[config.mk]
export PLATFORM = sky130hd
export DESIGN_NAME = axil_reg_slave
export DESIGN_NICKNAME = d
export VERILOG_FILES = /design/src/rtl/axil_pkg.sv /design/src/rtl/axil_reg_slave_wr_join.sv /design/src/rtl/axil_reg_slave.sv
export SDC_FILE = /design/constraint.sdc
export NUM_CORES = 1
export LEC_CHECK = 0
export CORE_AREA = 2 2 261 263
export CTS_CLUSTER_DIAMETER = 100
export DETAILED_ROUTE_END_ITERATION = 10
export DIE_AREA = 0 0 263 265
export PLACE_DENSITY_LB_ADDON = 0.15
export SYNTH_ARGS = -nofsm -noshare
export SYNTH_HDL_FRONTEND = slang
export SYNTH_HIERARCHICAL = 1
export SYNTH_SLANG_ARGS = --single-unit
[constraint.sdc]
create_clock -name clk -period 3.35 [get_ports clk]
set_clock_uncertainty 0.05 [all_clocks]
set_input_delay 0.335 -clock clk [delete_from_list [all_inputs] [get_ports clk]]
set_output_delay 0.335 -clock clk [all_outputs]
set_load 0.005 [all_outputs]
[src/rtl/axil_pkg.sv]
// axil_pkg
//   Shared AXI4-lite definitions for the register slave.
//   - AXIL_RESP_OKAY / AXIL_RESP_SLVERR : BRESP/RRESP encodings
//   - clog2()                           : ceiling log2 for parameter math
package axil_pkg;

  localparam logic [1:0] AXIL_RESP_OKAY   = 2'b00;
  localparam logic [1:0] AXIL_RESP_SLVERR = 2'b10;

  // Ceiling log2; clog2(1) = 0.
  function automatic int clog2(input int value);
    int result;
    result = 0;
    while ((1 << result) < value) begin
      result = result + 1;
    end
    return result;
  endfunction

endpackage

[src/rtl/axil_reg_slave_wr_join.sv]
// axil_reg_slave_wr_join
//   Accepts AXI-lite write address and write data independently, holds at
//   most one of each, and joins them into a single commit strobe once both
//   are available and the B response slot can take the response.
// Ports:
//   clk, rst                 clock, asynchronous active-low reset
//   awaddr/awvalid/awready   write address channel
//   wdata/wstrb/wvalid/wready write data channel
//   b_free                   B slot can accept a new response this edge
//   commit                   one-cycle strobe: a write completes this edge
//   commit_idx/data/strb     word index, data and byte strobes of the write
//   commit_in_range          index < REG_COUNT (upper address bits all zero)
module axil_reg_slave_wr_join
  import axil_pkg::*;
#(
  parameter int ADDR_WIDTH = 32,
  parameter int DATA_WIDTH = 32,
  parameter int STRB_WIDTH = DATA_WIDTH / 8,
  parameter int REG_COUNT  = 16,
  localparam int ADDR_LSB  = clog2(STRB_WIDTH),
  localparam int IDX_WIDTH = clog2(REG_COUNT)
) (
  input  logic                  clk,
  input  logic                  rst,
  input  logic [ADDR_WIDTH-1:0] awaddr,
  input  logic                  awvalid,
  output logic                  awready,
  input  logic [DATA_WIDTH-1:0] wdata,
  input  logic [STRB_WIDTH-1:0] wstrb,
  input  logic                  wvalid,
  output logic                  wready,
  input  logic                  b_free,
  output logic                  commit,
  output logic [IDX_WIDTH-1:0]  commit_idx,
  output logic [DATA_WIDTH-1:0] commit_data,
  output logic [STRB_WIDTH-1:0] commit_strb,
  output logic                  commit_in_range
);

  logic                  aw_held_reg, aw_held_next;
  logic [IDX_WIDTH-1:0]  aw_idx_reg, aw_idx_next;
  logic                  aw_in_range_reg, aw_in_range_next;
  logic                  w_held_reg, w_held_next;
  logic [DATA_WIDTH-1:0] w_data_reg, w_data_next;
  logic [STRB_WIDTH-1:0] w_strb_reg, w_strb_next;

  logic                  aw_hs;
  logic                  w_hs;
  logic [IDX_WIDTH-1:0]  aw_idx_in;
  logic                  aw_in_range_in;

  // Readies are forced low while reset is asserted, not just after it.
  assign awready = rst && !aw_held_reg;
  assign wready  = rst && !w_held_reg;
  assign aw_hs   = awvalid && awready;
  assign w_hs    = wvalid && wready;

  // Decode the address on entry so only index + range flag are held.
  assign aw_idx_in      = awaddr[ADDR_LSB +: IDX_WIDTH];
  assign aw_in_range_in = (awaddr >> (ADDR_LSB + IDX_WIDTH)) == '0;

  // A held beat takes priority over a new one; the ready of a held channel
  // is low, so there can never be both.
  assign commit          = (aw_held_reg || aw_hs) && (w_held_reg || w_hs) && b_free;
  assign commit_idx      = aw_held_reg ? aw_idx_reg      : aw_idx_in;
  assign commit_in_range = aw_held_reg ? aw_in_range_reg : aw_in_range_in;
  assign commit_data     = w_held_reg  ? w_data_reg      : wdata;
  assign commit_strb     = w_held_reg  ? w_strb_reg      : wstrb;

  always_comb begin
    aw_held_next     = aw_held_reg;
    aw_idx_next      = aw_idx_reg;
    aw_in_range_next = aw_in_range_reg;
    w_held_next      = w_held_reg;
    w_data_next      = w_data_reg;
    w_strb_next      = w_strb_reg;
    if (commit) begin
      aw_held_next = 1'b0;
      w_held_next  = 1'b0;
    end else begin
      // Covers both a lone beat and a joined pair blocked by a busy B slot.
      if (aw_hs) begin
        aw_held_next     = 1'b1;
        aw_idx_next      = aw_idx_in;
        aw_in_range_next = aw_in_range_in;
      end
      if (w_hs) begin
        w_held_next = 1'b1;
        w_data_next = wdata;
        w_strb_next = wstrb;
      end
    end
  end

  always_ff @(posedge clk or negedge rst) begin
    if (!rst) begin
      aw_held_reg     <= 1'b0;
      aw_idx_reg      <= '0;
      aw_in_range_reg <= 1'b0;
      w_held_reg      <= 1'b0;
      w_data_reg      <= '0;
      w_strb_reg      <= '0;
    end else begin
      aw_held_reg     <= aw_held_next;
      aw_idx_reg      <= aw_idx_next;
      aw_in_range_reg <= aw_in_range_next;
      w_held_reg      <= w_held_next;
      w_data_reg      <= w_data_next;
      w_strb_reg      <= w_strb_next;
    end
  end

endmodule

[src/rtl/axil_reg_slave.sv]
// axil_reg_slave
//   AXI4-lite slave backed by REG_COUNT read/write registers of DATA_WIDTH
//   bits. Writes are byte-strobed; reads return registered data at full
//   throughput. All register contents are exported on reg_q.
// Configuration macro:
//   AXIL_REG_SLAVE_ERR_EN  out-of-range accesses answer SLVERR instead of
//                          OKAY (data effects identical: write dropped,
//                          read data zero).
// Ports:
//   clk, rst        clock, asynchronous active-low reset
//   s_axil_aw*      write address channel (awprot ignored)
//   s_axil_w*       write data channel
//   s_axil_b*       write response channel
//   s_axil_ar*      read address channel (arprot ignored)
//   s_axil_r*       read data channel
//   reg_q           register i at [i*DATA_WIDTH +: DATA_WIDTH]
module axil_reg_slave
  import axil_pkg::*;
#(
  parameter int ADDR_WIDTH = 32,
  parameter int DATA_WIDTH = 32,
  parameter int STRB_WIDTH = DATA_WIDTH / 8,
  parameter int REG_COUNT  = 16
) (
  input  logic                            clk,
  input  logic                            rst,
  input  logic [ADDR_WIDTH-1:0]           s_axil_awaddr,
  input  logic [2:0]                      s_axil_awprot,
  input  logic                            s_axil_awvalid,
  output logic                            s_axil_awready,
  input  logic [DATA_WIDTH-1:0]           s_axil_wdata,
  input  logic [STRB_WIDTH-1:0]           s_axil_wstrb,
  input  logic                            s_axil_wvalid,
  output logic                            s_axil_wready,
  output logic [1:0]                      s_axil_bresp,
  output logic                            s_axil_bvalid,
  input  logic                            s_axil_bready,
  input  logic [ADDR_WIDTH-1:0]           s_axil_araddr,
  input  logic [2:0]                      s_axil_arprot,
  input  logic                            s_axil_arvalid,
  output logic                            s_axil_arready,
  output logic [DATA_WIDTH-1:0]           s_axil_rdata,
  output logic [1:0]                      s_axil_rresp,
  output logic                            s_axil_rvalid,
  input  logic                            s_axil_rready,
  output logic [REG_COUNT*DATA_WIDTH-1:0] reg_q
);

  localparam int ADDR_LSB  = clog2(STRB_WIDTH);
  localparam int IDX_WIDTH = clog2(REG_COUNT);

`ifdef AXIL_REG_SLAVE_ERR_EN
  localparam logic [1:0] OOR_RESP = AXIL_RESP_SLVERR;
`else
  localparam logic [1:0] OOR_RESP = AXIL_RESP_OKAY;
`endif

  if (DATA_WIDTH != 32 && DATA_WIDTH != 64) begin : g_bad_width
    $error("axil_reg_slave: DATA_WIDTH must be 32 or 64");
  end

  // Protection attributes carry no meaning for this register bank.
  logic unused_prot;
  assign unused_prot = ^{s_axil_awprot, s_axil_arprot};

  // ---------------------------------------------------------------- write
  logic                  commit;
  logic [IDX_WIDTH-1:0]  commit_idx;
  logic [DATA_WIDTH-1:0] commit_data;
  logic [STRB_WIDTH-1:0] commit_strb;
  logic                  commit_in_range;
  logic                  b_free;

  logic                  bvalid_reg, bvalid_next;
  logic [1:0]            bresp_reg, bresp_next;

  assign b_free = !bvalid_reg || s_axil_bready;

  axil_reg_slave_wr_join #(
    .ADDR_WIDTH (ADDR_WIDTH),
    .DATA_WIDTH (DATA_WIDTH),
    .STRB_WIDTH (STRB_WIDTH),
    .REG_COUNT  (REG_COUNT)
  ) u_wr_join (
    .clk             (clk),
    .rst             (rst),
    .awaddr          (s_axil_awaddr),
    .awvalid         (s_axil_awvalid),
    .awready         (s_axil_awready),
    .wdata           (s_axil_wdata),
    .wstrb           (s_axil_wstrb),
    .wvalid          (s_axil_wvalid),
    .wready          (s_axil_wready),
    .b_free          (b_free),
    .commit          (commit),
    .commit_idx      (commit_idx),
    .commit_data     (commit_data),
    .commit_strb     (commit_strb),
    .commit_in_range (commit_in_range)
  );

  always_comb begin
    bvalid_next = bvalid_reg;
    bresp_next  = bresp_reg;
    if (commit) begin
      bvalid_next = 1'b1;
      bresp_next  = commit_in_range ? AXIL_RESP_OKAY : OOR_RESP;
    end else if (s_axil_bready) begin
      bvalid_next = 1'b0;
    end
  end

  always_ff @(posedge clk or negedge rst) begin
    if (!rst) begin
      bvalid_reg <= 1'b0;
      bresp_reg  <= AXIL_RESP_OKAY;
    end else begin
      bvalid_reg <= bvalid_next;
      bresp_reg  <= bresp_next;
    end
  end

  assign s_axil_bvalid = bvalid_reg;
  assign s_axil_bresp  = bresp_reg;

  // ------------------------------------------------------- register bank
  // Each word is its own flop group so the asynchronous reset can clear the
  // whole bank; reg_q is the concatenation and also feeds the read mux.
  for (genvar gi = 0; gi < REG_COUNT; gi++) begin : g_reg
    localparam logic [IDX_WIDTH-1:0] MY_IDX = IDX_WIDTH'(gi);
    logic [DATA_WIDTH-1:0] word_reg;

    always_ff @(posedge clk or negedge rst) begin
      if (!rst) begin
        word_reg <= '0;
      end else if (commit && commit_in_range && (commit_idx == MY_IDX)) begin
        for (int j = 0; j < STRB_WIDTH; j++) begin
          if (commit_strb[j]) begin
            word_reg[j*8 +: 8] <= commit_data[j*8 +: 8];
          end
        end
      end
    end

    assign reg_q[gi*DATA_WIDTH +: DATA_WIDTH] = word_reg;
  end

  // ----------------------------------------------------------------- read
  logic                  ar_hs;
  logic [IDX_WIDTH-1:0]  ar_idx;
  logic                  ar_in_range;
  logic [DATA_WIDTH-1:0] rd_word;

  logic                  rvalid_reg, rvalid_next;
  logic [DATA_WIDTH-1:0] rdata_reg, rdata_next;
  logic [1:0]            rresp_reg, rresp_next;

  assign s_axil_arready = rst && (!rvalid_reg || s_axil_rready);
  assign ar_hs          = s_axil_arvalid && s_axil_arready;
  assign ar_idx         = s_axil_araddr[ADDR_LSB +: IDX_WIDTH];
  assign ar_in_range    = (s_axil_araddr >> (ADDR_LSB + IDX_WIDTH)) == '0;
  // reg_q is the pre-edge value, so a same-edge write is not visible here.
  assign rd_word        = reg_q[ar_idx*DATA_WIDTH +: DATA_WIDTH];

  always_comb begin
    rvalid_next = rvalid_reg;
    rdata_next  = rdata_reg;
    rresp_next  = rresp_reg;
    if (ar_hs) begin
      rvalid_next = 1'b1;
      rdata_next  = ar_in_range ? rd_word : '0;
      rresp_next  = ar_in_range ? AXIL_RESP_OKAY : OOR_RESP;
    end else if (s_axil_rready) begin
      rvalid_next = 1'b0;
    end
  end

  always_ff @(posedge clk or negedge rst) begin
    if (!rst) begin
      rvalid_reg <= 1'b0;
      rdata_reg  <= '0;
      rresp_reg  <= AXIL_RESP_OKAY;
    end else begin
      rvalid_reg <= rvalid_next;
      rdata_reg  <= rdata_next;
      rresp_reg  <= rresp_next;
    end
  end

  assign s_axil_rvalid = rvalid_reg;
  assign s_axil_rdata  = rdata_reg;
  assign s_axil_rresp  = rresp_reg;

endmodule

==> results.py <==
metrics = {
    "status": {
        "status": "finished clean",
    },
    "global_routing": {
        "gr-total-overflow": 0,
        "grt_first_pass_wirelength_um": 145800,
        "grt_usage": 0.2863,
        "grt_max_degree": 174,
        "grt_pass1_vias": 20422,
        "antenna_found_initial": 9,
    },
    "yosys": {
        "ys_seq_area_frac": 0.5293,
        "syn_inst": 1845,
        "synth_flop_cell": "dfrtp_1",
        "netlist_area_um2": 27850,
        "synth_top_area_frac": 0.5293,
        "synthArstFlopShare": 1.000,
        "synth_warnings": 6,
        "synth_edf_count": 0,
        "ys_top_cells_by_area": "dfrtp_1 (53%), mux2_2 (24%), mux4_2 (5.3%), mux2i_1 (3.4%), mux2_4 (1.9%)",
        "synth.distinct_cells": 47,
        "yosys.area.top_type": "dfrtp_1",
        "synth_seq_cells": 589,
        "synth_area_per_cell_um2": 15.09,
    },
    "worst_setup_path": {
        "path_class": "input port to flop",
        "critical_path.startpoint": "s_axil_awaddr[8]",
        "cp.arrival_ns": 3.18,
        "cp_max_fo": 8,
        "cp.required_ns": 3.77,
        "worstRegToRegCells": 7,
        "cp_num_buf_inv": 2,
        "setup.worst_path.end": "g_reg[9].word_reg[22]",
        "cp_slowest_cell": "clkdlybuf4s50_1",
        "ff2ff_setup_slack_ns": 0.65,
        "cp_slowest_stage_delay_ns": 0.44,
        "path_cells": "clkdlybuf4s50_1, nor4_1, nand4_1, o31ai_1, buf_4, nand4b_4, nor2_4, nand2_2, mux2_2",
        "cp.depth": 9,
        "start_kind": "input port",
        "path_delay_family": "simple AND/OR/NAND/NOR gates",
        "crit_path_end_kind": "flop",
        "timing.rr.start": "u_wr_join/w_held_reg",
        "r2r_end": "g_reg[9].word_reg[22]",
    },
    "finish": {
        "final_cell_mix": "clkdlybuf4s50_1 (646), dfrtp_1 (588), mux2_2 (582), mux2i_1 (95), clkbuf_16 (71)",
        "fill_cells": 5429,
        "drive_above_1_share": 0.3812,
        "largest_register_ff_count": 512,
        "synthToLayoutAreaGrowth_pct": 35.20,
        "final_nets": 2610,
        "mostFrequentLayoutCell": "clkdlybuf4s50_1",
        "fin_util": 0.5636,
    },
    "die": {
        "die_x_um": 263,
        "num_rows": 95,
        "pin_count": 666,
        "fp.dieH_um": 265,
        "die_area_um2": 69700,
        "start_util": 0.4169,
        "core_area_um2": 66800,
    },
    "timing": {
        "fmax_ghz": 0.3625,
        "period_share": 0.8236,
        "period_minus_slack_ns": 2.759,
        "slew_viol_final": 0,
        "finalSetupViolations": 0,
        "slew_headroom": 0.3373,
        "setup-tns-final_ns": 0,
        "tightestPinTransition_ns": 0.9941,
        "whs_ns": 0.1113,
        "hold_viol": 0,
        "rsz0062_at_grt": "false",
    },
    "hold_path": {
        "min_path_type": "input port to async pin",
    },
    "cts": {
        "cts_tree": "done",
        "worstSkewPairLatency_ns": 0.60,
        "clock_tree.buffer_depth": 3,
        "cts_sinks": 589,
        "clk_pin_slew_ns": 0.06,
        "h-tree-depth": 3,
        "cts_inserted_buffers": 68,
        "post_cts_buffers": 0,
        "cts_resized": 0,
        "clockRootBuffer": "clkbuf_16",
    },
    "power": {
        "pwr-share-comb": 0.141,
        "p_total_mw": 17.43,
        "p_int_mw": 12.71,
        "power_leakage_nw": 17.43,
        "powerDensity_nw_per_um2": 463.0,
        "ir_drop_mv": 0.3422,
        "clkPwrFrac": 0.424,
        "netSwitchingPower_mw": 4.724,
        "sequentialPowerShare": 0.435,
        "netSwitchingFraction": 0.2710,
    },
    "route": {
        "wl_per_cell_um": 29.51,
        "drc_errors": 0,
        "avgViaCountPerCell": 5.703,
        "drt_iter0_markers": 1342,
        "dr.pass1.iters": 5,
        "ant_nets": 0,
        "vias": 19516,
        "drt-total-wl_um": 101000,
    },
    "place": {
        "hpwlAfterDp_um": 71280,
        "place.port_buffers": 651,
        "place_congestion": 0.8724,
    },
    "run": {
        "cap_viol_max_count": 0,
    },
}
==> power groups by stage <==
stage | clock (mW) | combinational, mW | sequential [mW]
finish | 7.39 | 2.47 | 7.58
global route | 7.81 | 2.64 | 7.61
CTS | 7.52 | 2.47 | 7.57
detailed placement | 0 | 2.46 | 7.70
global placement | 0 | 2.40 | 7.69
floorplan | 0 | 1.68 | 7.61
==> metal layers <==
layer,GRT usage,up-vias,routed length (um)
met2,0.4783,661,50160
met3,0.06939,176,6071
met5,0,-,79
li1,-,8259,-
met4,0.09745,12,3529
met1,0.3651,10408,41160
==> repair_timing <==
action                     CTS  global route
hold buffers                 1             0
setup endpoints to repair    0             0
hold endpoints to repair    30             0
==> logic make-up (layout without fill, tap and decap cells) <==
group | after synthesis | after routing | synth area share
DFF | 589 | 589 | 0.5293
muxes | 817 | 817 | 0.3575
AOI/OAI and AO/OA | 161 | 161 | 0.04570
other | 1 | 6 | 0.0001347
buffers and inverters | 121 | 820 | 0.02170
and+or+nand+nor | 156 | 156 | 0.04565
==> worst register-to-register path, cell delays in order (launching register included) <==
cell and delay [ns]:
dfrtp_2 0.67, a21oi_1 0.13, nor3b_2 0.23, buf_4 0.23, nand4b_4 0.21, nor2_4 0.33
nand2_2 0.34, mux2_2 0.40
==> synth_stat cells (33+ instances only) <==
master / number
nand2_2: 48
mux4_2: 66
buf_2: 33
a21oi_1: 33
mux2i_1: 95
mux2_4: 35
clkbuf_1: 63
mux2_1: 39
mux2_2: 582
dfrtp_1: 589
a221oi_1: 33
==> layout make-up <==
cell class                      instances  area [um2]  area share
Antenna cell                            2       5.005   0.0001329
Clock buffer                          105        2105     0.05590
Clock inverter                         15       111.4    0.002958
Inverter                                1       3.754  0.00009970
Timing Repair Buffer                  699        7067      0.1877
Sequential cell                       589       14740      0.3915
Multi-Input combinational cell       1138       12520      0.3326
Tap cell                              873        1092     0.02901
==> metrics by stage <==
stage | worst slack, ns | std cells | cell area, um2
2_1_floorplan | 0.3878 | 1848 | 27860
3_3_place_gp | 0.02216 | 3299 | 35420
3_5_place_dp | 0.01796 | 3299 | 35420
4_1_cts | 0.6254 | 3420 | 37640
5_1_grt | 0.4055 | 3422 | 37650
6_report | 0.5910 | 3422 | 37650
==> worst min path at each step <==
stage,startpoint,to,slack [ns],cells past startpoint
floorplan,rst,g_reg[0].word_reg[0],-0.01,0
global placement,rst,u_wr_join/w_data_reg[19],0.13,1
detailed placement,rst,u_wr_join/w_data_reg[19],0.13,1
CTS,rst,u_wr_join/w_data_reg[19],0.09,2
global route,rst,u_wr_join/w_data_reg[19],0.11,2
finish,rst,u_wr_join/w_data_reg[19],0.11,2
Power figures use the tool's default switching activity.
